[src/rtl/instr_decode_latch.sv]
// rtl/instr_decode_latch.sv - decode-stage skid-buffered instruction latch with MIPS field split
//
// Purpose: holds fetched instructions in a two-entry skid buffer (MAIN + SKID)
// between fetch and decode. Every field output is decoded combinationally
// from MAIN. A flush is available for branch/jump redirect, and a wrapping
// counter tracks delivered instructions.
//
// Ports:
//   clk, reset                  rising-edge clock, async active-high reset
//   flush                       synchronous discard of held and incoming beats
//   in_valid/in_instr/in_pc     fetch side beat
//   in_ready                    registered, high unless both entries are full
//   out_valid/out_ready         decode side handshake
//   out_instr/out_pc            raw held instruction and its PC
//   opcode..jaddr               MIPS fields of out_instr (imm feeds sign_extend)
//   is_rtype                    opcode == 0 while out_valid
//   dlv_count                   completed output transfers, wraps
module instr_decode_latch #(
    parameter int          PC_W         = 32,
    parameter logic [31:0] BUBBLE_INSTR = 32'h0,
    parameter int          CNT_W        = 16
) (
    input  logic             clk,
    input  logic             reset,
    input  logic             flush,
    input  logic             in_valid,
    input  logic [31:0]      in_instr,
    input  logic [PC_W-1:0]  in_pc,
    output logic             in_ready,
    output logic             out_valid,
    input  logic             out_ready,
    output logic [31:0]      out_instr,
    output logic [PC_W-1:0]  out_pc,
    output logic [5:0]       opcode,
    output logic [4:0]       rs,
    output logic [4:0]       rt,
    output logic [4:0]       rd,
    output logic [4:0]       shamt,
    output logic [5:0]       funct,
    output logic [15:0]      imm,
    output logic [25:0]      jaddr,
    output logic             is_rtype,
    output logic [CNT_W-1:0] dlv_count
);

    localparam logic [1:0] ST_EMPTY = 2'd0;
    localparam logic [1:0] ST_ONE   = 2'd1;
    localparam logic [1:0] ST_FULL  = 2'd2;

    logic [1:0]       state_q, state_d;
    logic [31:0]      main_instr_q, main_instr_d;
    logic [PC_W-1:0]  main_pc_q, main_pc_d;
    logic [31:0]      skid_instr_q, skid_instr_d;
    logic [PC_W-1:0]  skid_pc_q, skid_pc_d;
    logic [CNT_W-1:0] cnt_q, cnt_d;
    logic             in_ready_q;

    logic accept;
    logic deliver;

    assign accept  = in_valid & in_ready_q;
    assign deliver = out_valid & out_ready;

    always_comb begin
        state_d      = state_q;
        main_instr_d = main_instr_q;
        main_pc_d    = main_pc_q;
        skid_instr_d = skid_instr_q;
        skid_pc_d    = skid_pc_q;
        // A deliver in a flush cycle still counts: downstream consumed it.
        cnt_d        = deliver ? cnt_q + {{(CNT_W-1){1'b0}}, 1'b1} : cnt_q;

        if (flush) begin
            state_d      = ST_EMPTY;
            main_instr_d = BUBBLE_INSTR;
            main_pc_d    = '0;
            skid_instr_d = '0;
            skid_pc_d    = '0;
        end else begin
            case (state_q)
                ST_EMPTY: begin
                    if (accept) begin
                        state_d      = ST_ONE;
                        main_instr_d = in_instr;
                        main_pc_d    = in_pc;
                    end
                end
                ST_ONE: begin
                    if (accept && deliver) begin
                        main_instr_d = in_instr;
                        main_pc_d    = in_pc;
                    end else if (accept) begin
                        state_d      = ST_FULL;
                        skid_instr_d = in_instr;
                        skid_pc_d    = in_pc;
                    end else if (deliver) begin
                        state_d      = ST_EMPTY;
                        main_instr_d = BUBBLE_INSTR;
                        main_pc_d    = '0;
                    end
                end
                ST_FULL: begin
                    if (deliver) begin
                        state_d      = ST_ONE;
                        main_instr_d = skid_instr_q;
                        main_pc_d    = skid_pc_q;
                    end
                end
                default: begin
                    state_d      = ST_EMPTY;
                    main_instr_d = BUBBLE_INSTR;
                    main_pc_d    = '0;
                end
            endcase
        end
    end

    always_ff @(posedge clk or posedge reset) begin
        if (reset) begin
            state_q      <= ST_EMPTY;
            main_instr_q <= BUBBLE_INSTR;
            main_pc_q    <= '0;
            skid_instr_q <= '0;
            skid_pc_q    <= '0;
            cnt_q        <= '0;
            in_ready_q   <= 1'b1;
        end else begin
            state_q      <= state_d;
            main_instr_q <= main_instr_d;
            main_pc_q    <= main_pc_d;
            skid_instr_q <= skid_instr_d;
            skid_pc_q    <= skid_pc_d;
            cnt_q        <= cnt_d;
            // Registered from next state so out_ready never reaches in_ready combinationally.
            in_ready_q   <= (state_d != ST_FULL);
        end
    end

    assign in_ready  = in_ready_q;
    assign out_valid = (state_q != ST_EMPTY);
    assign out_instr = main_instr_q;
    assign out_pc    = main_pc_q;
    assign opcode    = main_instr_q[31:26];
    assign rs        = main_instr_q[25:21];
    assign rt        = main_instr_q[20:16];
    assign rd        = main_instr_q[15:11];
    assign shamt     = main_instr_q[10:6];
    assign funct     = main_instr_q[5:0];
    assign imm       = main_instr_q[15:0];
    assign jaddr     = main_instr_q[25:0];
    assign is_rtype  = out_valid && (main_instr_q[31:26] == 6'b0);
    assign dlv_count = cnt_q;

endmodule

[config.mk]
export PLATFORM = sky130hd
export DESIGN_NAME = instr_decode_latch
export DESIGN_NICKNAME = d
export VERILOG_FILES = /design/src/rtl/instr_decode_latch.sv
export SDC_FILE = /design/constraint.sdc
export NUM_CORES = 1
export LEC_CHECK = 0
export BUFFER_PORTS_ARGS = -buffer_cell sky130_fd_sc_hd__buf_2
export CAP_MARGIN = 20
export CORE_MARGIN = 3
export CORE_UTILIZATION = 47
export DETAILED_ROUTE_END_ITERATION = 6
export PLACE_DENSITY_LB_ADDON = 0.2
export REMOVE_ABC_BUFFERS = 1
export SKIP_LAST_GASP = 1
export SLEW_MARGIN = 20
export SYNTH_ARGS = -nofsm -noshare
export SYNTH_HDL_FRONTEND = slang
export SYNTH_SLANG_ARGS = --single-unit
[constraint.sdc]
create_clock -name clk -period 4.2 [get_ports clk]
set_input_delay 0 -clock clk [delete_from_list [all_inputs] [get_ports clk]]
set_output_delay 0 -clock clk [all_outputs]
set_load 0.005 [all_outputs]
# --- Word-level counts from Yosys, hierarchy flattened ---
# Index checks and enable logic that the tools add are counted.
word_totals:
  in_bits: 69
  reg_bits: 147
  output_inout_bits: 157
  word_cells: 52
classes:
  n_eq_ne: 8
  addsub: 1
  n_reduce_logical: 9
  bitwise: 2
  n_mux: 25
op_table:
  columns: ["cell", "n"]
  rows:
  - ["$mux W32", 16]
  - ["$pmux W32 S3", 2]
  - ["$add A16 B1 Y16 const B", 1]
  - ["$mux W2", 6]
  - ["$ne A4 B4 Y1 const B", 2]
  - ["$logic_not A6 Y1", 1]
  - ["$ne A3 B3 Y1 const B", 2]
  - ["$pmux W2 S3", 1]
  - ["$reduce_bool A2 Y1", 3]
  - ["$ne A2 B2 Y1 const B", 2]
  - ["$reduce_and A4 Y1", 1]
  - ["$reduce_and A3 Y1", 1]
  - ["$and A1 B1 Y1", 2]
  - ["$eq A2 B1 Y1 const B", 1]
  - ["$eq A2 B2 Y1 const B", 1]
  - ["$logic_and A1 B1 Y1", 2]
  - ["$logic_not A2 Y1", 1]

# --- Longest topological paths before layout ---
# Gate-level depths: netlist of run 1.
depth:
  depth_word: 8
  depth_mapped: 7
  ltp_nobuf: 5

# --- Worst setup path after synthesis of run 1 ---
# Ideal clock, no wire load.
synth_path:
  kind: "reg-to-reg"
  startpoint: "register state_q[0]"
  endpoint: "register main_instr_q[5] (netlist: out_instr[5])"
  period_less_slack_ps: 1527
  t_arrival_ps: 1406
  setup_slack_ps: 2673
  setup_ps: 121
  required_time_ps: 4079
  stages_incl_launch_ff: 8
  path_buffers: 3
  cell_sequence: "dfrtp_1 buf_6 and4b_1 and2_1 buf_4 buf_6 o2bb2ai_1 a22o_1"
synth_via:
  elab_chain_len: 6
  word_cells_on_any_way: 14
  classes_between: "eq/ne: 6; mux: 3; bitwise: 1; reduce/logical: 4"
synth_lines:
  columns: ["element", "line_no", "text"]
  rows:
  - ["from (decl)", "50", "logic [1:0] state_q, state_d;"]
  - ["from (signal assigned)", "128", "state_q <= state_d;"]
  - ["$reduce_bool A2 Y1", "140", "assign out_valid = (state_q != ST_EMPTY);"]
  - ["$and A1 B1 Y1", "62", "assign deliver = out_valid & out_ready;"]
  - ["$logic_and A1 B1 Y1", "89", "if (accept && deliver) begin"]
  - ["$mux W32", "89", null]
  - ["$pmux W32 S3", "80", "case (state_q)"]
  - ["$mux W32", "73", "if (flush) begin"]
  - ["to (signal assigned)", "129", "main_instr_q <= main_instr_d;"]
  - ["to (decl)", "51", "logic [31:0] main_instr_q, main_instr_d;"]
# Several ways; a longest one is shown, not always the timed one.
# A chain may end at the register's enable or synchronous reset.

# --- Worst setup path in the final report of run 1 ---
layout_path:
  startpoint: "register state_q[0]"
  endpoint: "register main_pc_q[25] (netlist: out_pc[25])"
layout_via:
  elab_chain_len: 6
  word_cells_on_any_way: 14
  classes_between: "eq/ne: 6; mux: 3; bitwise: 1; reduce/logical: 4"
layout_lines:
  columns: ["element", "line_no", "text"]
  rows:
  - ["$reduce_bool A2 Y1", "140", null]
  - ["$and A1 B1 Y1", "62", null]
  - ["$logic_and A1 B1 Y1", "89", null]
  - ["$mux W32", "89", null]
  - ["$pmux W32 S3", "80", null]
  - ["$mux W32", "73", null]
  - ["to (signal assigned)", "130", "main_pc_q <= main_pc_d;"]
  - ["to (decl)", "52", "logic [PC_W-1:0] main_pc_q, main_pc_d;"]
# Several ways; a longest one is shown, not always the timed one.

==> metrics.md, run 1 <==
| Metric | Value |
|---|---|
| Detailed-routing iteration count for the pre-antenna-repair pass | 5 |
| Met1 track utilization from global routing | between 20 and 30% |
| Post-Syn Instances | 603 |
| First-pass GRT wire length | 30700 µm |
| Number of remaining DRC errors | 0 |
| Final number of max-transition violations | 0 |
| Final core occ | 61.1% |
| Nets | 871 |
| Reg2reg start | state_q[0] |
| Count of unique library cells instantiated by Yosys | 38 |
| I/O pin cnt | 226 |
| Largest fanout of any net on the critical path | 49 |
| Post CTS Setup Buffer Count | 0 |
| Die width | approximately 130 µm |
| Worst clock skew | 11.4 ps |
| Met3 GRT Util | 4.90% |
| Sw Ratio | 26.6% |
| Most used cells in the layout excluding fill and tap cells | 225 x sky130_fd_sc_hd__buf_2, 144 x sky130_fd_sc_hd__dfrtp_1, 128 x sky130_fd_sc_hd__a22o_1 |
| Capture endpoint of the worst hold path | in_ready |
| Initial antenna violation count | 0 |
| Routed wire length | roughly 19000 µm |
| Worst hold path type | input port to flop |
| Psw | around 1 mW |
| DIE HEIGHT | 132 µm |
| Area growth from synthesis to layout | 26.4% |
| Launch instance of the worst min-delay path | in_valid |
| Vias after detailed routing | 5748 |
| Mapped cell area | ~0.0074 mm² |
| Non-filler cells, final | approximately 1000 |
| Share of synthesized area occupied by flip-flops and latches | 49.7% |
| Clock share of power | 42.1% |
| Static Leakage | 4.63 nW |
| Total gr overflow | 0 |
| Starting DRT DRC Count | 306 |
| Layout cells sized above 1 | 34.4% |
| Worst hold slack after final layout | 73.9 ps |
| Max-capacitance violation count | 0 |
| Capturing element type of the critical path | flop |
| Signal arrival time at the worst endpoint | ~3300 ps |
| Number of failing hold endpoints at the final stage | 0 |
| GRT Total Usage | 21.9% |
| Achievable Freq | 0.344 GHz |
| Number of fillers in the final layout | 1275 |
| Internal power summed over all cells | 2.75 mW |
| Source-to-sink clock delay at the later pin of the worst-skew pair | between 400 and 500 ps |
| Total setup violations reported at the end of the flow | 0 |
| Buffer levels on the longest clock path | 2 |
| Area of the placeable core | 0.0153 mm² |
| FF+latch count, synth | 147 |
| Post-route minimum period | roughly 2900 ps |
| Busiest layer in global routing | met2 |
| Initial cell density of the core | 48.4% |
| Number of placed instances with taps included | 924 |
| Reg-to-reg critical path endpoint | out_pc[25] |
| Via count of the first global-routing pass | 5856 |
| Detailed-route wire length per cell | 18.5 µm |
| Kind of start point of the critical path | flop |
| Full die area | 0.0173 mm² |
| Most frequent standard cell in the layout excluding fill and tap cells | sky130_fd_sc_hd__buf_2 |
| Portion of the clock cycle consumed by the worst path in the final layout | between 60% and 70% |
| Run status | finished, final reports clean |
| Number of port buffers | 225 |
| Worst Reg-to-Reg Cells | 5 |
| Maximum VDD drop | 313 µV |
| Power share of the sequential group | 42.8% |
| RSZ-0062 raised after global routing | false |
| Comb power frac | 15.0% |
| Number of buffers created by CTS | 17 |
| Synthesis warning total | 0 |
| Slew at the pin closest to its max-slew limit | roughly 1100 ps |
| Ratio of routed vias to standard cells | between 5 and 6 |
| Number of sinks on the clock net | 147 |
| Worst slew margin relative to its limit | ~30% |
| Clock slew at the register clock pins of the worst setup and hold paths | 60 ps |
| Root buffer selected by CTS | sky130_fd_sc_hd__clkbuf_16 |
| TritonCTS clock tree | built |
| Total inserted antenna cells | 0 |
| Routability congestion estimate | between 0.7 and 0.8 |
| WP data required | 4560 ps |
| Instance count along the most critical hold path | 3 |
| Synthesized area per cell | around 12 µm² |
| Total power per unit cell area | 400 mW/mm² |
| Maximum level of the CTS H-tree | 4 |
| Routing usage on met2 | approximately a third |
| Placed wire-length estimate after detailed placement | around 12000 µm |
| Antenna Violating Nets Remaining | 0 |
| FF-to-FF setup slack | 1290 ps |
| Site Rows | 45 |
| Pin count of the biggest net entering global routing | 113 |
| Setup Crit Path Kind | flop to flop |
-- kinds of logic (layout without fill, tap and decap cells) --
group / Yosys count / after routing / synth area share (%)
AOI/OAI and AO/OA: 200 / 200 / 23.6
xor gates and xnor gates: 16 / 16 / 1.89
adders and majority gates: 1 / 1 / 0.169
buffers and inverters: 129 / 340 / 12.3
DFF: 147 / 147 / 49.7
muxes: 64 / 64 / 8.65
and+or+nand+nor: 46 / 46 / 3.70
-- cells in the mapped netlist, drive strengths merged --
master | count | share of area (%)
a21oi | 2 | 0.29
a22o | 128 | 15
a32oi | 1 | 0.12
and2 | 1 | 0.085
and3b | 1 | 0.12
and4 | 1 | 0.12
and4b | 1 | 0.14
buf | 116 | 12
clkbuf | 8 | 0.41
dfrtp | 146 | 49
dfstp | 1 | 0.35
ha | 1 | 0.17
inv | 5 | 0.25
mux2i | 64 | 8.7
nand2 | 10 | 0.51
nand2b | 1 | 0.085
nand3 | 4 | 0.27
nand4 | 2 | 0.17
nand4b | 1 | 0.32
nor2 | 13 | 0.73
nor2b | 3 | 0.25
nor3 | 3 | 0.27
nor4 | 2 | 0.37
o2111ai | 1 | 0.20
o21ai | 3 | 0.20
o21bai | 1 | 0.10
o2bb2ai | 64 | 7.6
or2 | 2 | 0.17
or4 | 1 | 0.10
xnor2 | 8 | 0.95
xor2 | 8 | 0.95
-- registers in the layout, summed over array words and instances (netlist names) --
name	cells
state_q	2
out_pc	32
skid_instr_q	32
skid_pc_q	32
dlv_count	16
out_instr	32
in_ready	1
-- metrics by stage --
| step | worst slack [ps] | total power, mW | setup TNS [ps] | cell area [µm²] |
|---|---|---|---|---|
| 6_report | 1290 | 3.74 | 0 | 9360 |
| 5_1_grt | 1150 | 3.89 | 0 | 9360 |
| 4_1_cts | 1310 | 3.77 | 0 | 9330 |
| 3_5_place_dp | 1350 | 2.14 | 0 | 8040 |
| 3_3_place_gp | 1450 | 2.12 | 0 | 8040 |
| 2_1_floorplan | -1070 | 1.86 | -68520 | 6520 |
-- power groups by stage --
stage               combinational (mW)  clock [mW]  sequential [mW]
CTS                              0.567        1.60             1.60
finish                           0.563        1.58             1.60
detailed placement               0.514           0             1.63
global placement                 0.500           0             1.62
global route                     0.618        1.66             1.62
floorplan                        0.226           0             1.63
-- what timing repair did --
| item | CTS | global route |
|---|---|---|
| hold buffers | 68 | 0 |
| hold endpoints to repair | 239 | 0 |
| endpoints found under the setup margin | 0 | 0 |
| gates resized for setup | 0 | 0 |
-- layer usage --
layer  vias up  part of all wire, %
met5         -                    0
met4         0                  1.4
met3        22                  6.2
met2       246                   48
met1      2873                   44
li1       2607                    -
-- worst max-delay path by stage --
stage                          start               to  slack, ps  cells after the start
after floorplan           state_q[1]  skid_instr_q[0]      -1070                      4
after global placement    state_q[0]     out_instr[2]       1450                      5
after detailed placement  state_q[0]    out_instr[15]       1350                      5
after CTS                 state_q[0]       out_pc[25]       1310                      5
after global routing      state_q[0]       out_pc[25]       1150                      5
final                     state_q[0]       out_pc[25]       1290                      5
-- critical path: stages, from the launching register on --
cell,delay [ps]
sky130_fd_sc_hd__dfrtp_2,1060
sky130_fd_sc_hd__and4b_1,320
sky130_fd_sc_hd__and2_2,550
sky130_fd_sc_hd__buf_4,510
sky130_fd_sc_hd__o2bb2ai_1,190
sky130_fd_sc_hd__a22o_1,180
-- area by class of cell --
type | instances | area [µm²] | share of cell area (%)
multi-input combinational | 327 | 2840 | 30.3
clock buffer | 20 | 457 | 4.88
timing repair buffer | 303 | 1940 | 20.7
inverter | 5 | 23.8 | 0.254
clock inverter | 12 | 156 | 1.67
tap | 211 | 264 | 2.82
sequential | 147 | 3680 | 39.4
(Power assumes the default switching activity.)
==> run 2, diff against run 1 <==
- CORE_UTILIZATION: 47 -> 50
- clock period: 4.2 -> 2.7 ns (I/O delays scaled with it)
==> run 2 against run 1 <==
Against the previous run:
- first-iteration DRC count increased by 20%
- final area fell by 1.0%
- die area down 5.7%
- sequential share of layout area up 0.41 points
- flip-flop and latch count stayed put
- count of clock-buffer cells in the layout rose by 4
- worst setup slack lost 710 ps
- via count decreased by 1.3%
- fmax rose by 37%
- critical endpoint is now state_q[0]
- largest cell class unchanged
- highest routed layer unchanged
==> metrics.md, run 2 (synthesis results as in run 1) <==
| Metric | Value |
|---|---|
| Placed wire-length estimate after detailed placement | 11400 µm |
| Signal arrival time at the worst endpoint | 2470 ps |
| Reg-to-reg critical path endpoint | state_q[0] |
| Worst Reg-to-Reg Cells | 5 |
| Top delay family on crit path | buffers and inverters |
| Worst slew margin relative to its limit | 55.3% |
| CTS Hold Buffers Added | 68 |
| Site Rows | 43 |
| Cell type of the slowest stage on the worst timing path | sky130_fd_sc_hd__dlygate4sd3_1 |
| Non-filler cells, final | approximately 1000 |
| Startpoint of the most critical setup path | state_q[1] |
| Via count of the first global-routing pass | 5699 |
| Capturing element type of the critical path | flop |
| RSZ-0062 raised after global routing | false |
| Static Leakage | 4.63 nW |
| Most frequent standard cell in the layout excluding fill and tap cells | sky130_fd_sc_hd__buf_2 |
| Die width | around 130 µm |
| WP data required | 3060 ps |
| Initial cell density of the core | between 50% and 60% |
| Achievable Freq | ~0.47 GHz |
| Peak per-stage delay on the critical path | 570 ps |
| Area growth from synthesis to layout | 25.1% |
| Nets | slightly below 900 |
| Setup Crit Path Kind | flop to flop |
| Source-to-sink clock delay at the later pin of the worst-skew pair | ~420 ps |
| Power share of the sequential group | 44.4% |
| Detailed-routing iteration count for the pre-antenna-repair pass | 5 |
| Total setup violations reported at the end of the flow | 0 |
| FF-to-FF setup slack | 580 ps |
| Pin count of the biggest net entering global routing | 64 |
| Detailed-route wire length per cell | 18.5 µm |
| Slew at the pin closest to its max-slew limit | 669 ps |
| Launch instance of the worst min-delay path | in_valid |
| Clock slew at the register clock pins of the worst setup and hold paths | 60 ps |
| Maximum VDD drop | 450 µV |
| TritonCTS clock tree | built |
| Comb power frac | 16.1% |
| Final number of max-transition violations | 0 |
| Full die area | approximately 0.016 mm² |
| Largest fanout of any net on the critical path | 35 |
| Buffer levels on the longest clock path | 2 |
| Worst hold path type | input port to flop |
| First-pass GRT wire length | approximately 30000 µm |
| Cell Chain, Critical Path | buf_4, nor2b_1, o21ai_0, a21oi_1, dlygate4sd3_1 |
| Sw Ratio | between 20% and 30% |
| Vias after detailed routing | around 5700 |
| Run status | finished, final reports clean |
| Routed wire length | 18400 µm |
| Portion of the clock cycle consumed by the worst path in the final layout | 78.5% |
| Number of sinks on the clock net | roughly 150 |
| Initial antenna violation count | 0 |
| Ratio of routed vias to standard cells | 5.69 |
| Routability congestion estimate | between 0.7 and 0.8 |
| Number of port buffers | 225 |
| Max-capacitance violation count | 0 |
| DIE HEIGHT | 128 µm |
| Post CTS Setup Buffer Count | 0 |
| Capture endpoint of the worst hold path | in_ready |
| Total power per unit cell area | 600 mW/mm² |
| Antenna Violating Nets Remaining | 0 |
| Most used cells in the layout excluding fill and tap cells | 225 x sky130_fd_sc_hd__buf_2, 144 x sky130_fd_sc_hd__dfrtp_1, 128 x sky130_fd_sc_hd__a22o_1 |
| GRT Total Usage | 22.8% |
| Root buffer selected by CTS | sky130_fd_sc_hd__clkbuf_16 |
| Instance count along the most critical hold path | 3 |
| Number of failing hold endpoints at the final stage | 0 |
| Post-route minimum period | 2120 ps |
| Worst hold slack after final layout | between 80 and 90 ps |
| Number of placed instances with taps included | 899 |
| Psw | 1.46 mW |
| Reg2reg start | state_q[1] |
| Clock share of power | 39.5% |
| Kind of start point of the critical path | flop |
| Worst clock skew | 4.66 ps |
| I/O pin cnt | 226 |
| Total gr overflow | 0 |
| Maximum level of the CTS H-tree | 4 |
| Number of buffers created by CTS | 17 |
| Starting DRT DRC Count | 366 |
| Buf+Inv Stages, Crit Path | 2 |
| Number of gates resized after cts | 0 |
| Number of remaining DRC errors | 0 |
| Layout cells sized above 1 | ~34% |
| Total inserted antenna cells | 0 |
| Internal power summed over all cells | around 4.1 mW |
| Area of the placeable core | 0.0142 mm² |
[run 2: per-stage QoR]
step | TNS [ps] | setup slack (ps) | power [mW] | area [µm²] | utilization (%)
after floorplan | -450440 | -2570 | 2.89 | 6520 | -
after global placement | 0 | 717 | 3.30 | 8050 | 56.7
after detailed placement | 0 | 688 | 3.32 | 8050 | 56.7
after CTS | 0 | 596 | 5.60 | 9260 | 65.2
after global routing | 0 | 480 | 5.81 | 9260 | 65.2
final | 0 | 581 | 5.55 | 9260 | 65.2
[run 2: worst max-delay path by stage]
stage	end	depth (start not counted)
after global routing	state_q[0]	5
after global placement	skid_pc_q[7]	5
after detailed placement	skid_pc_q[27]	5
after floorplan	skid_instr_q[0]	4
after CTS	state_q[0]	5
final	state_q[0]	5
[run 2: final cells by class]
cell class / count / area (µm²)
clock inverter: 6 / 55.1
sequential: 147 / 3680
inverter: 5 / 23.8
fill: 1108 / 4940
clock buffer: 24 / 482
multi-input combinational: 327 / 2840
tap: 180 / 225
timing repair buffer: 308 / 1960
[run 2: power groups by stage]
stage / clock [mW] / sequential [mW] / combinational (mW)
3_5_place_dp: 0 / 2.50 / 0.822
5_1_grt: 2.34 / 2.49 / 0.984
3_3_place_gp: 0 / 2.49 / 0.808
2_1_floorplan: 0 / 2.54 / 0.352
6_report: 2.19 / 2.47 / 0.894
4_1_cts: 2.23 / 2.47 / 0.902
[run 2: worst min-delay path, stage by stage]
cell,delay (ps)
sky130_fd_sc_hd__buf_2,140
sky130_fd_sc_hd__and4b_1,220
sky130_fd_sc_hd__o21ai_0,120
[run 2: layer usage]
layer / vias up / global-route usage, % / wire, µm
met2: 192 / 36.9 / 8870
met3: 18 / 4.50 / 1020
met5: - / 0 / 0
met1: 2856 / 31.3 / 8310
met4: 0 / 7.18 / 227
li1: 2606 / - / -
